===== config.mk =====
export PLATFORM = sky130hd
export DESIGN_NAME = hex_scan_controller
export DESIGN_NICKNAME = d
export VERILOG_FILES = /design/src/rtl/hex_scan_controller.sv
export SDC_FILE = /design/constraint.sdc
export NUM_CORES = 1
export LEC_CHECK = 0
export CAP_MARGIN = 40
export CORE_MARGIN = 3
export CORE_UTILIZATION = 54
export DETAILED_ROUTE_END_ITERATION = 16
export PLACE_DENSITY = 0.79
export SLEW_MARGIN = 20
export SYNTH_ARGS = -nofsm -noshare
export SYNTH_HDL_FRONTEND = slang
export SYNTH_SLANG_ARGS = --single-unit

===== constraint.sdc =====
create_clock -name CLK -period 2.75 [get_ports CLK]
set_input_delay 0.55 -clock CLK [delete_from_list [all_inputs] [get_ports CLK]]
set_output_delay 0.55 -clock CLK [all_outputs]
set_load 0.05 [all_outputs]

===== src/rtl/hex_scan_controller.sv =====
// hex_scan_controller
// Multiplexes one shared 4-bit-to-7-segment decoder across NUM_DIGITS digits.
// A small register file holds the digit codes, and the scanner visits the
// digits round-robin. Each SCAN_DIV-cycle slot starts with BLANK_CYCLES of
// all-digits-off to avoid ghosting. The decoder output is latched into HEX on
// the last blank cycle, so HEX never moves while a digit is lit.
module hex_scan_controller #(
    parameter int NUM_DIGITS   = 4,
    parameter int SCAN_DIV     = 50000,
    parameter int BLANK_CYCLES = 16,
    parameter int IDX_W        = 2
) (
    input  logic                  CLK,
    input  logic                  RST_N,
    input  logic                  EN,
    input  logic                  WR_EN,
    input  logic [IDX_W-1:0]      WR_ADDR,
    input  logic [3:0]            WR_DATA,
    output logic [3:0]            DEC_CODE,
    input  logic [6:0]            DEC_SEG,
    output logic [6:0]            HEX,
    output logic [NUM_DIGITS-1:0] DIG_EN,
    output logic                  SLOT_TICK
);

    localparam int CNT_W = (SCAN_DIV > 2) ? $clog2(SCAN_DIV) : 1;
    localparam logic [CNT_W-1:0] BLANK_LAST = CNT_W'(BLANK_CYCLES - 1);
    localparam logic [CNT_W-1:0] SLOT_LAST  = CNT_W'(SCAN_DIV - 1);
    localparam logic [IDX_W-1:0] IDX_LAST   = IDX_W'(NUM_DIGITS - 1);

    typedef enum logic [1:0] {
        S_IDLE  = 2'd0,
        S_BLANK = 2'd1,
        S_DRIVE = 2'd2
    } state_t;

    state_t                state_q, state_d;
    logic [CNT_W-1:0]      cnt_q, cnt_d;
    logic [IDX_W-1:0]      idx_q, idx_d;
    logic [3:0]            digit_q [NUM_DIGITS];
    logic [3:0]            digit_d [NUM_DIGITS];
    logic [3:0]            code_q, code_d;
    logic [6:0]            hex_q, hex_d;
    logic [NUM_DIGITS-1:0] dig_q, dig_d;
    logic                  tick_q, tick_d;

    // Write port: out-of-range addresses are dropped.
    always_comb begin
        for (int unsigned i = 0; i < NUM_DIGITS; i++) begin
            digit_d[i] = digit_q[i];
        end
        if (WR_EN && (32'(WR_ADDR) < NUM_DIGITS)) begin
            digit_d[WR_ADDR] = WR_DATA;
        end
    end

    // Digit register file.
    always_ff @(posedge CLK or negedge RST_N) begin
        if (!RST_N) begin
            for (int unsigned i = 0; i < NUM_DIGITS; i++) begin
                digit_q[i] <= '0;
            end
        end else begin
            for (int unsigned i = 0; i < NUM_DIGITS; i++) begin
                digit_q[i] <= digit_d[i];
            end
        end
    end

    // Scan sequencer: next state, slot counter, digit index and output drive.
    always_comb begin
        state_d = state_q;
        cnt_d   = cnt_q;
        idx_d   = idx_q;
        hex_d   = hex_q;
        tick_d  = 1'b0;

        if (!EN) begin
            state_d = S_IDLE;
            cnt_d   = '0;
            idx_d   = '0;
            hex_d   = '1;
        end else begin
            case (state_q)
                S_IDLE: begin
                    state_d = S_BLANK;
                    cnt_d   = '0;
                    idx_d   = '0;
                    hex_d   = '1;
                end
                S_BLANK: begin
                    hex_d = '1;
                    cnt_d = cnt_q + 1'b1;
                    if (cnt_q == BLANK_LAST) begin
                        hex_d   = DEC_SEG;
                        state_d = S_DRIVE;
                    end
                end
                S_DRIVE: begin
                    if (cnt_q == SLOT_LAST) begin
                        cnt_d   = '0;
                        hex_d   = '1;
                        state_d = S_BLANK;
                        if (idx_q == IDX_LAST) begin
                            idx_d  = '0;
                            tick_d = 1'b1;
                        end else begin
                            idx_d = idx_q + 1'b1;
                        end
                    end else begin
                        cnt_d = cnt_q + 1'b1;
                    end
                end
                default: begin
                    state_d = S_IDLE;
                    cnt_d   = '0;
                    idx_d   = '0;
                    hex_d   = '1;
                end
            endcase
        end

        dig_d = '1;
        if (state_d == S_DRIVE) begin
            dig_d[idx_d] = 1'b0;
        end

        // Code is taken from the next-state index and next-state register
        // contents, so a write coinciding with a slot advance is reflected
        // immediately and DEC_SEG has settled even with a single blank cycle.
        code_d = digit_d[idx_d];
    end

    // Sequencer and output registers.
    always_ff @(posedge CLK or negedge RST_N) begin
        if (!RST_N) begin
            state_q <= S_IDLE;
            cnt_q   <= '0;
            idx_q   <= '0;
            code_q  <= '0;
            hex_q   <= '1;
            dig_q   <= '1;
            tick_q  <= 1'b0;
        end else begin
            state_q <= state_d;
            cnt_q   <= cnt_d;
            idx_q   <= idx_d;
            code_q  <= code_d;
            hex_q   <= hex_d;
            dig_q   <= dig_d;
            tick_q  <= tick_d;
        end
    end

    assign DEC_CODE  = code_q;
    assign HEX       = hex_q;
    assign DIG_EN    = dig_q;
    assign SLOT_TICK = tick_q;

endmodule


==> flow_summary.ini, run 1 <==
[status]
status = finished clean

[timing]
period_needed_ns = 2.35
worst_slew_pin_slew_ns = 0.694
rsz0062_at_grt = false
fin_worst_skew_ns = 0.0118
min_period_over_period_pct = 85.6
setup-violations-final = 0
finalMaxSlewViolations = 0
hold_violations = 0
holdWs_ns = 0.0765
finalSetupTns_ns = 0
fmax_ghz = 0.425
relSlewSlack_pct = 53.3

[floorplan]
design.die.area_um2 = 5290
start_util_pct = 58.0
die_h_um = 72.7
core-area_um2 = 4140
io_pins = 33
die_width_um = 72.7
num_rows = 23

[layout]
instances_no_fill = 296
areaGrowthSynthToFinish_pct = 20.7
nFillCells = 328
antenna_cells = 0
stdcell_area_um2 = 2900
nets = 268
drive_above_1_share_pct = 18.3

[synthesis]
synthArstFlopShare_pct = 100
synth_area_um2 = 2400
synth_top_area_share_pct = 42.7
yosysMostFrequentCell = dfrtp_1
yosysTopAreaCell = dfrtp_1
seq_area_frac_synth_pct = 54.7
syn_nets = 228
synth_seq_cells = 52
synthFlopType = dfrtp_1
synth_cell_types = 38
synth_cells = 205
avgSynthCellArea_um2 = 11.7
netlist_top_cells_count = 41 x dfrtp_1, 19 x nor2_1, 16 x mux2_2
synth-warning-count = 0
synth_edf_count = 0
yosys-top-cells-area = dfrtp_1 43%, dfstp_2 12%, mux2_2 7.5%

[route]
post-route-drc-count = 0
wl_per_cell_um = 15.3
avgViaCountPerCell = 5.72
vias = 1693
drtIter0Drc = 117
routed_wl_um = 4520
ant_nets = 0
drtPass1Iterations = 5

[place]
hpwl_um = 3310
dpl_cell_area_um2 = 2800
post-place-cells = 288
gp_congestion = 0.826
port_buffers = 32

[critical_path]
end_kind = flip-flop
crit_fanout = 7
worstSetupPathType = reg2reg
crit_path_frequent_cell = or4_4
crit_slowest_cell = or4_4
crit_path_max_incr_delay_ns = 0.56
cp_num_buf_inv = 0
cp_top_family = simple AND/OR/NAND/NOR gates
worstPathArrival_ns = 2.58
path_cells = or4_4 > or4_4 > a21oi_1 > o21a_1 > mux2i_1
cp-start-kind = flip-flop
crit_required_ns = 2.98

[pwr]
intPower_mw = 1.15
power.density_nw_per_um2 = 523
p_seq_share_pct = 55.2
vdd_ir_drop_max_v = 0.000434
switchingPower_uw = 364
power.leakage_nw = 1.19
p_comb_share_pct = 13.9
power_mw = 1.52
sw_frac_of_total_pct = 24.0
pwr-share-clk_pct = 30.9

[global_routing]
grt_max_degree = 25
grt_pass1_vias = 1645
antenna_found_initial = 0
grt_usage_pct = 19.1
grt_overflow = 0
grt_pass1_wl_um = 7810

[cts]
cts-resized-gates = 0
clock_tree.buffer_depth = 2
cts_setup_buffers = 0
cts.sinks = 52
hold_buffers = 0
clock_latency_ns = 0.31
cts_tree = yes
numCtsBuffers = 5
cts_root_buf = clkbuf_8
path_clk_slew_ns = 0.09
h-tree-depth = 2

[run]
maxCapViolations = 0

[worst_hold_path]
hold_class = in2async
-- layout make-up --
| class | instances | area [µm²] | area share, % |
|---|---|---|---|
| Sequential cell | 52 | 1320 | 45.3 |
| Multi-Input combinational cell | 141 | 1040 | 35.8 |
| Timing Repair Buffer | 37 | 353 | 12.2 |
| Clock buffer | 8 | 101 | 3.49 |
| Tap cell | 50 | 62.6 | 2.16 |
| Inverter | 8 | 30.0 | 1.04 |
-- cells in the final DEF (no fill, tap or decap), drive strengths merged --
| master | count |
|---|---|
| mux2 | 16 |
| clkdlybuf4s50 | 31 |
| mux2i | 13 |
| and4 | 1 |
| nand2 | 10 |
| a22oi | 1 |
| xnor2 | 7 |
| nor4 | 4 |
| or3 | 3 |
| nor2 | 19 |
| dfrtp | 41 |
| or2 | 1 |
| and2 | 2 |
| o21ai | 3 |
| nand3 | 10 |
| ha | 6 |
| o21a | 1 |
| a21o | 1 |
| nand4 | 8 |
| nand3b | 2 |
| nor3b | 1 |
| and3 | 4 |
| inv | 8 |
| nand4b | 1 |
| or4 | 3 |
| nor3 | 5 |
| a21oi | 3 |
| nor2b | 2 |
| xor2 | 7 |
| clkbuf | 8 |
| dfstp | 11 |
| o22a | 7 |
| buf | 6 |
-- state kept, by name, summed over array words and instances (netlist names) --
signal     flops
DIG_EN         4
HEX            7
digit_q       16
cnt_q         16
DEC_CODE       4
SLOT_TICK      1
state_q        2
idx_q          2
-- per-layer routing --
metal | global-route usage [%] | up-vias | wire length (µm)
li1 | - | 807 | -
met1 | 26.0 | 821 | 2050
met2 | 31.0 | 56 | 2150
met3 | 4.82 | 9 | 239
met4 | 4.71 | 0 | 78
met5 | 0 | - | 0
-- worst reg2reg max path: cells and delay by family, from the launching register on --
kind	cells	cell delay, ns
DFF	1	0.46
and+or+nand+nor	2	1.10
muxes	1	0.23
AOI/OAI and AO/OA	2	0.50
-- through the flow --
step,setup WS [ns],util [%]
after CTS,0.375,70.0
after detailed placement,0.385,67.5
after floorplan,0.226,-
after global routing,0.218,70.0
after global placement,0.443,67.5
final,0.397,70.0
-- power by group through the flow --
stage,Clock (mW),Sequential (mW),Combinational (mW)
finish,0.469,0.837,0.211
global route,0.510,0.843,0.233
CTS,0.478,0.837,0.213
detailed placement,0,0.851,0.212
global placement,0,0.850,0.208
floorplan,0,0.887,0.0870
-- cell families after synthesis --
family | share of synthesized area, %
AND/OR/NAND/NOR | 17.2
AO/OA/AOI/OAI | 4.90
XOR/XNOR | 5.10
flip-flops | 54.7
multiplexers | 12.9
buffers and inverters | 2.03
adder cells (fa/ha/maj) | 3.12
-- path summary, 6_finish.rpt --
kind / slack [ns] / cells past startpoint / end / from
max: 0.40 / 5 / DEC_CODE[2]$_DFF_PN0_ / cnt_q[11]$_DFF_PN0_
min: 0.08 / 1 / cnt_q[0]$_DFF_PN0_ / RST_N
max reg2reg: 0.40 / 5 / DEC_CODE[2]$_DFF_PN0_ / cnt_q[11]$_DFF_PN0_
min reg2reg: 0.47 / 1 / cnt_q[0]$_DFF_PN0_ / cnt_q[0]$_DFF_PN0_
max in group asynchronous: 2.09 / 2 / DIG_EN[1]$_DFF_PN1_ / RST_N
min in group CLK: 0.47 / 1 / cnt_q[0]$_DFF_PN0_ / cnt_q[0]$_DFF_PN0_
(Power assumes the default switching activity.)
==> inputs of run 2 (changes only) <==
- RECOVER_POWER: default -> 100
==> run 2 against run 1 <==
Compared with the run above:
- first-iteration DRC count is 15% lower
- sequential power hardly changed
- clock skew is 0.0022 ns lower
- highest routed layer unchanged
- register-to-register slack worse by 0.12 ns
- critical path type unchanged
- largest cell class unchanged
==> flow_summary.ini, run 2 (synthesis gave the netlist of run 1 again) <==
[layout]
areaGrowthSynthToFinish_pct = 19.6
seqCellArea_um2 = 1320
final_util_pct = 69.3
final_common_cell = dfrtp_1
nets = 268
drive_above_1_share_pct = 10.6
multi_input_area_um2 = 1030
nFillCells = 336
antenna_cells = 0
final_cell_mix = 41 x dfrtp_1, 19 x nor2_1, 17 x dlygate4sd3_1, 14 x clkdlybuf4s50_1, 13 x mux2i_1
stdcell_area_um2 = 2870

[timing]
min_period_over_period_pct = 89.9
fin_worst_skew_ns = 0.00962
period_needed_ns = 2.47
rsz0062_at_grt = false
finalMaxSlewViolations = 0
worst_slew_pin_slew_ns = 1.28
setup-violations-final = 0
finalSetupTns_ns = 0
fmax_ghz = 0.404
hold_violations = 0
relSlewSlack_pct = 14.7

[floorplan]
core-area_um2 = 4140
die_h_um = 72.7
num_rows = 23
die_width_um = 72.7
start_util_pct = 58.0
design.die.area_um2 = 5290
io_pins = 33

[critical_path]
worstPathArrival_ns = 2.65
path_cells = or4_4 > or4_1 > and2_0 > o21ai_2 > clkbuf_2 > nor2_1
cp-start-kind = flip-flop
worstSetupPathType = reg2reg
crit_slowest_cell = or4_1
end_kind = flip-flop
crit_required_ns = 2.93
crit_fanout = 16
cp_num_buf_inv = 1
crit_path_max_incr_delay_ns = 0.56
cp_top_family = simple AND/OR/NAND/NOR gates

[global_routing]
antenna_found_initial = 0
grt_pass1_vias = 1645
grt_max_degree = 25
grt_usage_pct = 19.1
grt_overflow = 0
grt_pass1_wl_um = 7810

[cts]
cts.sinks = 52
cts_root_buf = clkbuf_8
path_clk_slew_ns = 0.09
numCtsBuffers = 5
clock_tree.buffer_depth = 2
cts-resized-gates = 0
h-tree-depth = 2
cts_setup_buffers = 0
cts_tree = yes
hold_buffers = 0
clock_latency_ns = 0.31

[place]
dpl_cell_area_um2 = 2800
port_buffers = 32
gp_congestion = 0.826
hpwl_um = 3310

[route]
wl_per_cell_um = 15.2
drtIter0Drc = 99
post-route-drc-count = 0
ant_nets = 0
vias = 1687
routed_wl_um = 4490
avgViaCountPerCell = 5.70
drtPass1Iterations = 4

[pwr]
sw_frac_of_total_pct = 24.3
power.density_nw_per_um2 = 523
power_mw = 1.50
switchingPower_uw = 365
power.leakage_nw = 1.15
vdd_ir_drop_max_v = 0.000427
pwr-share-clk_pct = 31.3
p_seq_share_pct = 55.6
intPower_mw = 1.14
p_comb_share_pct = 13.0

[worst_hold_path]
hold_class = in2async

[status]
status = finished clean

[run]
maxCapViolations = 0
## run 2: cell count changes in the layout (fill, tap and decap cells not counted), moves of 4 or more
| cell | previous run | this run |
|---|---|---|
| buf_4 | 5 | 1 |
| clkbuf_1 | 2 | 6 |
| clkdlybuf4s50_1 | 31 | 14 |
| dlygate4sd3_1 | 0 | 17 |
| mux2_1 | 0 | 12 |
| mux2_2 | 16 | 4 |
## run 2: final cells by class
| cell class | instances | area share, % |
|---|---|---|
| flip-flops and latches | 52 | 45.8 |
| multi-input cells | 141 | 35.7 |
| repair buffers | 37 | 11.8 |
| clock buffers | 8 | 3.53 |
| well taps | 50 | 2.18 |
| inverters | 8 | 1.05 |
## run 2: metrics by stage
step / cells / setup WS [ns] / hold slack [ns]
after CTS: 296 / 0.375 / 0.0829
after detailed placement: 288 / 0.385 / 0.409
final: 296 / 0.277 / 0.158
after global routing: 296 / 0.131 / 0.208
after floorplan: 205 / 0.226 / 0.254
after global placement: 288 / 0.443 / 0.405
## run 2: worst paths after layout
path                                       to  slack, ns  cells after the start           startpoint
setup / recovery           cnt_q[4]$_DFF_PN0_       0.28                      6  cnt_q[11]$_DFF_PN0_
min in group CLK           cnt_q[0]$_DFF_PN0_       0.47                      1   cnt_q[0]$_DFF_PN0_
hold reg to reg            cnt_q[0]$_DFF_PN0_       0.47                      1   cnt_q[0]$_DFF_PN0_
setup reg to reg           cnt_q[4]$_DFF_PN0_       0.28                      6  cnt_q[11]$_DFF_PN0_
hold / removal             cnt_q[0]$_DFF_PN0_       0.16                      1                RST_N
max in group asynchronous  cnt_q[4]$_DFF_PN0_       1.06                      2                RST_N
## run 2: power by group through the flow
stage                     registers (mW)  logic (mW)  clock network [mW]
after floorplan                    0.887      0.0870                   0
after global placement             0.850       0.208                   0
after detailed placement           0.851       0.212                   0
after CTS                          0.837       0.213               0.478
after global routing               0.843       0.218               0.510
final                              0.836       0.196               0.471
## run 2: worst reg2reg max path, stage by stage (launching register included)
cell	delay, ns
dfrtp_1	0.46
or4_4	0.55
or4_1	0.56
and2_0	0.24
o21ai_2	0.12
clkbuf_2	0.31
nor2_1	0.11
## run 2: layer usage
layer / share of wire [%] / track usage [%] / wire [µm] / vias to the layer above
li1: - / - / - / 809
met1: 46 / 26.0 / 2050 / 817
met5: 0 / 0 / 0 / -
met4: 0.87 / 4.71 / 39 / 0
met3: 5.5 / 4.82 / 247 / 4
met2: 48 / 31.0 / 2160 / 57
==> inputs of run 3 (changes only) <==
- MAX_ROUTING_LAYER: default -> met4
==> run 3 against run 2 <==
Compared with the run above:
- maximum frequency up 0.71%
- via count down 1.4%
- die area unchanged
- flip-flop and latch count unchanged
- utilization unchanged
- largest cell class unchanged
- critical path type unchanged
- clock skew down 0.0029 ns
- global-route usage up 0.57 points
- highest routed layer unchanged
- register-to-register slack better by 0.02 ns
==> flow_summary.ini, run 3 (synthesis gave the netlist of run 1 again) <==
[layout]
antenna_cells = 0
areaGrowthSynthToFinish_pct = 19.6
drive_above_1_share_pct = 10.6
nets = 268
final_cell_mix = 41 x dfrtp_1, 19 x nor2_1, 17 x dlygate4sd3_1, 14 x clkdlybuf4s50_1, 13 x mux2i_1
final_common_cell = dfrtp_1

[critical_path]
crit_fanout = 16
end_kind = flip-flop
cp_num_buf_inv = 1
crit_slowest_cell = or4_1
worstPathArrival_ns = 2.63
ff2ff_setup_slack_ns = 0.29
path_cells = or4_4 > or4_1 > and2_0 > o21ai_2 > clkbuf_2 > nor2_1
r2r_start = cnt_q[11]$_DFF_PN0_
crit_required_ns = 2.92
crit_path_max_incr_delay_ns = 0.56
cp-startpoint = cnt_q[11]$_DFF_PN0_
cp-start-kind = flip-flop
worstSetupPathType = reg2reg
cp_top_family = simple AND/OR/NAND/NOR gates

[floorplan]
num_rows = 23
design.die.area_um2 = 5290
core-area_um2 = 4140
die_h_um = 72.7
die_width_um = 72.7
io_pins = 33
start_util_pct = 58.0

[cts]
cts_setup_buffers = 0
path_clk_slew_ns = 0.09
hold_buffers = 0
numCtsBuffers = 5
cts_root_buf = clkbuf_8
h-tree-depth = 2
cts_tree = yes
cts.sinks = 52
clock_tree.buffer_depth = 2
cts-resized-gates = 0
clock_latency_ns = 0.30

[timing]
worst_slew_pin_slew_ns = 1.28
relSlewSlack_pct = 14.9
rsz0062_at_grt = false
min_period_over_period_pct = 89.3
fin_worst_skew_ns = 0.00670
hold_violations = 0
finalMaxSlewViolations = 0
setup-violations-final = 0
finalSetupTns_ns = 0
fmax_ghz = 0.407
period_needed_ns = 2.46

[route]
drtPass1Iterations = 4
ant_nets = 0
drtIter0Drc = 92
vias = 1663
avgViaCountPerCell = 5.62
wl_per_cell_um = 15.0
post-route-drc-count = 0
routed_wl_um = 4450

[place]
hpwl_um = 3310
gp_congestion = 0.839
port_buffers = 32

[run]
maxCapViolations = 0

[pwr]
power.density_nw_per_um2 = 521
vdd_ir_drop_max_v = 0.000421
intPower_mw = 1.14
p_seq_share_pct = 55.9
power.leakage_nw = 1.15
pwr-share-clk_pct = 31.0
switchingPower_uw = 358
p_comb_share_pct = 13.1
power_mw = 1.50
sw_frac_of_total_pct = 23.9

[global_routing]
grt_overflow = 0
grt_pass1_wl_um = 7820
antenna_found_initial = 0
grt_pass1_vias = 1645
grt_max_degree = 25
grt_usage_pct = 19.7

[worst_hold_path]
hold_class = in2async

[status]
status = finished clean
[run 3: cell counts in the layout (fill, tap and decap cells not counted)]
Identical to the previous run, type by type.
[run 3: power by group through the flow]
stage	Clock [mW]	Sequential, mW	Combinational [mW]
5_1_grt	0.510	0.843	0.218
6_report	0.464	0.837	0.196
3_5_place_dp	0	0.851	0.212
2_1_floorplan	0	0.887	0.0870
3_3_place_gp	0	0.850	0.208
4_1_cts	0.478	0.837	0.213
[run 3: final timing paths]
kind	endpoint	depth (start not counted)
max	cnt_q[4]$_DFF_PN0_	6
min	cnt_q[1]$_DFF_PN0_	1
max reg2reg	cnt_q[4]$_DFF_PN0_	6
min in group CLK	cnt_q[0]$_DFF_PN0_	1
min reg2reg	cnt_q[0]$_DFF_PN0_	1
max in group asynchronous	cnt_q[4]$_DFF_PN0_	2
[run 3: per-stage QoR]
stage / utilization [%] / setup WS [ns] / hold slack, ns / instance area, µm² / instances
detailed placement: 67.5 / 0.385 / 0.409 / 2800 / 288
finish: 69.3 / 0.294 / 0.167 / 2870 / 296
global route: 69.3 / 0.131 / 0.208 / 2870 / 296
global placement: 67.5 / 0.443 / 0.405 / 2800 / 288
floorplan: - / 0.226 / 0.254 / 2400 / 205
CTS: 70.0 / 0.375 / 0.0829 / 2900 / 296
[run 3: layout make-up]
cell class,instances,area [µm²]
multi-input combinational,141,1030
timing repair buffer,37,338
inverter,8,30.0
sequential,52,1320
tap,50,62.6
fill,336,1270
clock buffer,8,101
[run 3: per-layer routing]
| layer | GRT usage, % | up-vias | routed length, µm |
|---|---|---|---|
| met5 | - | - | 0 |
| met4 | 4.71 | 0 | 38 |
| met3 | 4.68 | 5 | 226 |
| met2 | 31.0 | 45 | 2160 |
| met1 | 26.1 | 806 | 2020 |
| li1 | - | 807 | - |
==> RTL change (config.mk and constraints of run 3) <==
The 3 states of `state_t` get a one-hot encoding in 3 bits.
--- a/src/rtl/hex_scan_controller.sv
+++ b/src/rtl/hex_scan_controller.sv
@@ -30,6 +30,6 @@
 
-    typedef enum logic [1:0] {
-        S_IDLE  = 2'd0,
-        S_BLANK = 2'd1,
-        S_DRIVE = 2'd2
+    typedef enum logic [2:0] {
+        S_IDLE  = 3'b001,
+        S_BLANK = 3'b010,
+        S_DRIVE = 3'b100
     } state_t;
Behaviour: same outputs for any inputs over 10 cycles, from zero or initial values and one cycle with RST_N low; not proved beyond that.
==> RTL change against run 3 <==
  * The run now ends with capacitance limit, slew limit left
  * Fmax down 5.0%
  * Design area increased by 6.6%
  * Final cell count is 9.8% higher
  * Routed wire length is 13% higher
  * Total power is 3.5% higher
  * Sequential share of layout area is 2.0 points lower
  * Hold slack got worse by 0.16 ns
  * Sequential cell count increased by 1
  * Clock power fell by 6.3%
  * Area after synthesis is 8.0% higher
  * Setup slack got worse by 0.13 ns
  * Sequential power rose by 5.0%
  * Critical path type unchanged
==> RTL change: results (changes against run 3) <==
* Placed cell areas at 2990 um2 (was 2800 um2)
* Most frequent cells after synthesis: 41 x dfrtp_1, 24 x nor2_1, 17 x mux2_2 (was 41 x dfrtp_1, 19 x nor2_1, 16 x mux2_2)
* GP Congestion at 0.974 (was 0.839)
* DR vias/cell at 5.91 (was 5.62)
* Layout cells sized above 1 at 0.128 (was 0.106)
* Sw frac at 0.257 (was 0.239)
* Slew Limit Fails at 36 (was 0)
* First-pass GRT wire length at 8780 um (was 7820 um)
* Yosys cell types at 41 (was 38)
* Max capacitance violation total at 1 (was 0)
* Tightest Pin Transition at 1.73 ns (was 1.28 ns)
* Status: finished with violations (was complete, no violations)
* Largest net degree at the start of global routing at 37 (was 25)
* Leak at 0.00119 uW (was 0.00115 uW)
* FILL cells at 353 (was 336)
* Critical Path End: DEC_CODE[3] (was cnt_q[4])
* Total GRT Usage at 0.206 (was 0.197)
* R2R cell count at 6 (unchanged)
* Drt total wl at 5040 um (was 4450 um)
* Sequential element share of the synthesized area at 0.517 (was 0.547)
* R2R Setup Slk at 0.17 ns (was 0.29 ns)
* CTS resizes at 0 (unchanged)
* Worst-path maximum fanout at 10 (was 16)
* Clk root buf: clkbuf_8 (unchanged)
* Critical Path Source: cnt_q[4] (was cnt_q[11])
* Iter 0 DRT Violations at 181 (was 92)
* Failing checks: capacitance limit, slew limit
* CTS Buf Count at 5 (unchanged)
* Number of global-route vias before repair at 1849 (was 1645)
* Synthesized Nets at 249 (was 228)
* DP HPWL at 3800 um (was 3310 um)
* Worst vdd ir at 0.235 mV (was 0.421 mV)
* Asr flop ratio synth at 1.00 (unchanged)
* Clk buf depth at 2 (unchanged)
* Drt pass-1 iters at 4 (unchanged)
* Critical path arrival at 2.76 ns (was 2.63 ns)
* Final net count at 291 (was 268)
* Clk_skew at 0.00859 ns (was 0.00670 ns)
* Top post-synthesis cells by area: dfrtp_1 40%, dfstp_2 12%, mux2_2 7.4% (was dfrtp_1 43%, dfstp_2 12%, mux2_2 7.5%)
* Port Buf Inserts at 32 (unchanged)
RTL change: cell count changes in the layout (fill, tap and decap cells not counted), moves of 4 or more:
| cell | delta |
|---|---|
| mux2_2 | +8 |
| ha_1 | -4 |
| nor4_1 | -4 |
| o311ai_1 | +4 |
| or3_1 | +7 |
| inv_1 | -4 |
| nand3_1 | +5 |
| a32oi_1 | +5 |
| mux2_1 | -7 |
| o311ai_0 | +4 |
| nand4_1 | -5 |
| o21ai_1 | +5 |
| nor2_1 | +5 |
RTL change: worst min path at each step:
stage / from / endpoint / slack (ns) / cells past startpoint
floorplan: RST_N / DEC_CODE[0] / 0.25 / 0
global placement: cnt_q[0] / cnt_q[0] / 0.44 / 1
detailed placement: cnt_q[0] / cnt_q[0] / 0.45 / 1
CTS: RST_N / cnt_q[7] / 0.33 / 1
global route: RST_N / cnt_q[0] / 0.005 / 1
finish: RST_N / cnt_q[0] / 0.008 / 1
RTL change: final cells by class:
class                           count  area share
Clock buffer                        8      0.0294
Inverter                            3     0.00368
Multi-Input combinational cell    169       0.392
Sequential cell                    53       0.438
Tap cell                           52      0.0213
Timing Repair Buffer               40       0.115
RTL change: critical path, cell delays in order (launching register included):
cell	delay (ns)
dfrtp_1	0.44
or4_4	0.58
nor4_4	0.41
mux2_2	0.46
or3_1	0.37
o311ai_1	0.09
o21ai_1	0.11
RTL change: stage by stage:
step | worst slack [ns] | util | hold slack [ns] | cells
finish | 0.165 | 0.680 | 0.00782 | 325
global route | 0.0335 | 0.680 | 0.00497 | 325
CTS | 0.174 | 0.684 | 0.330 | 324
detailed placement | 0.182 | 0.664 | 0.446 | 316
global placement | 0.251 | 0.664 | 0.442 | 316
floorplan | 0.333 | - | 0.254 | 230
RTL change: cells by family after synthesis:
logic type                 after synthesis  synth area share
AOI/OAI and AO/OA                       40             0.113
xor gates and xnor gates                14            0.0473
adders and majority gates                2           0.00965
buffers and inverters                    8            0.0183
DFF                                     53             0.517
muxes                                   27             0.112
and+or+nand+nor                         86             0.182
RTL change: routing by layer:
metal  up-vias  wire [um]  track usage  share of wire
li1        935          -            -              -
met1       936       2420        0.294           0.48
met2        44       2370        0.305           0.47
met3         7        181       0.0343          0.036
met4         0         72       0.0621          0.014
met5         -          0            -              0
RTL change: power groups by stage:
| stage | clock network (uW) | logic, uW | registers, uW |
|---|---|---|---|
| after global placement | 0 | 239 | 892 |
| after CTS | 446 | 245 | 879 |
| final | 435 | 235 | 879 |
| after floorplan | 0 | 112 | 923 |
| after detailed placement | 0 | 244 | 893 |
| after global routing | 485 | 257 | 886 |
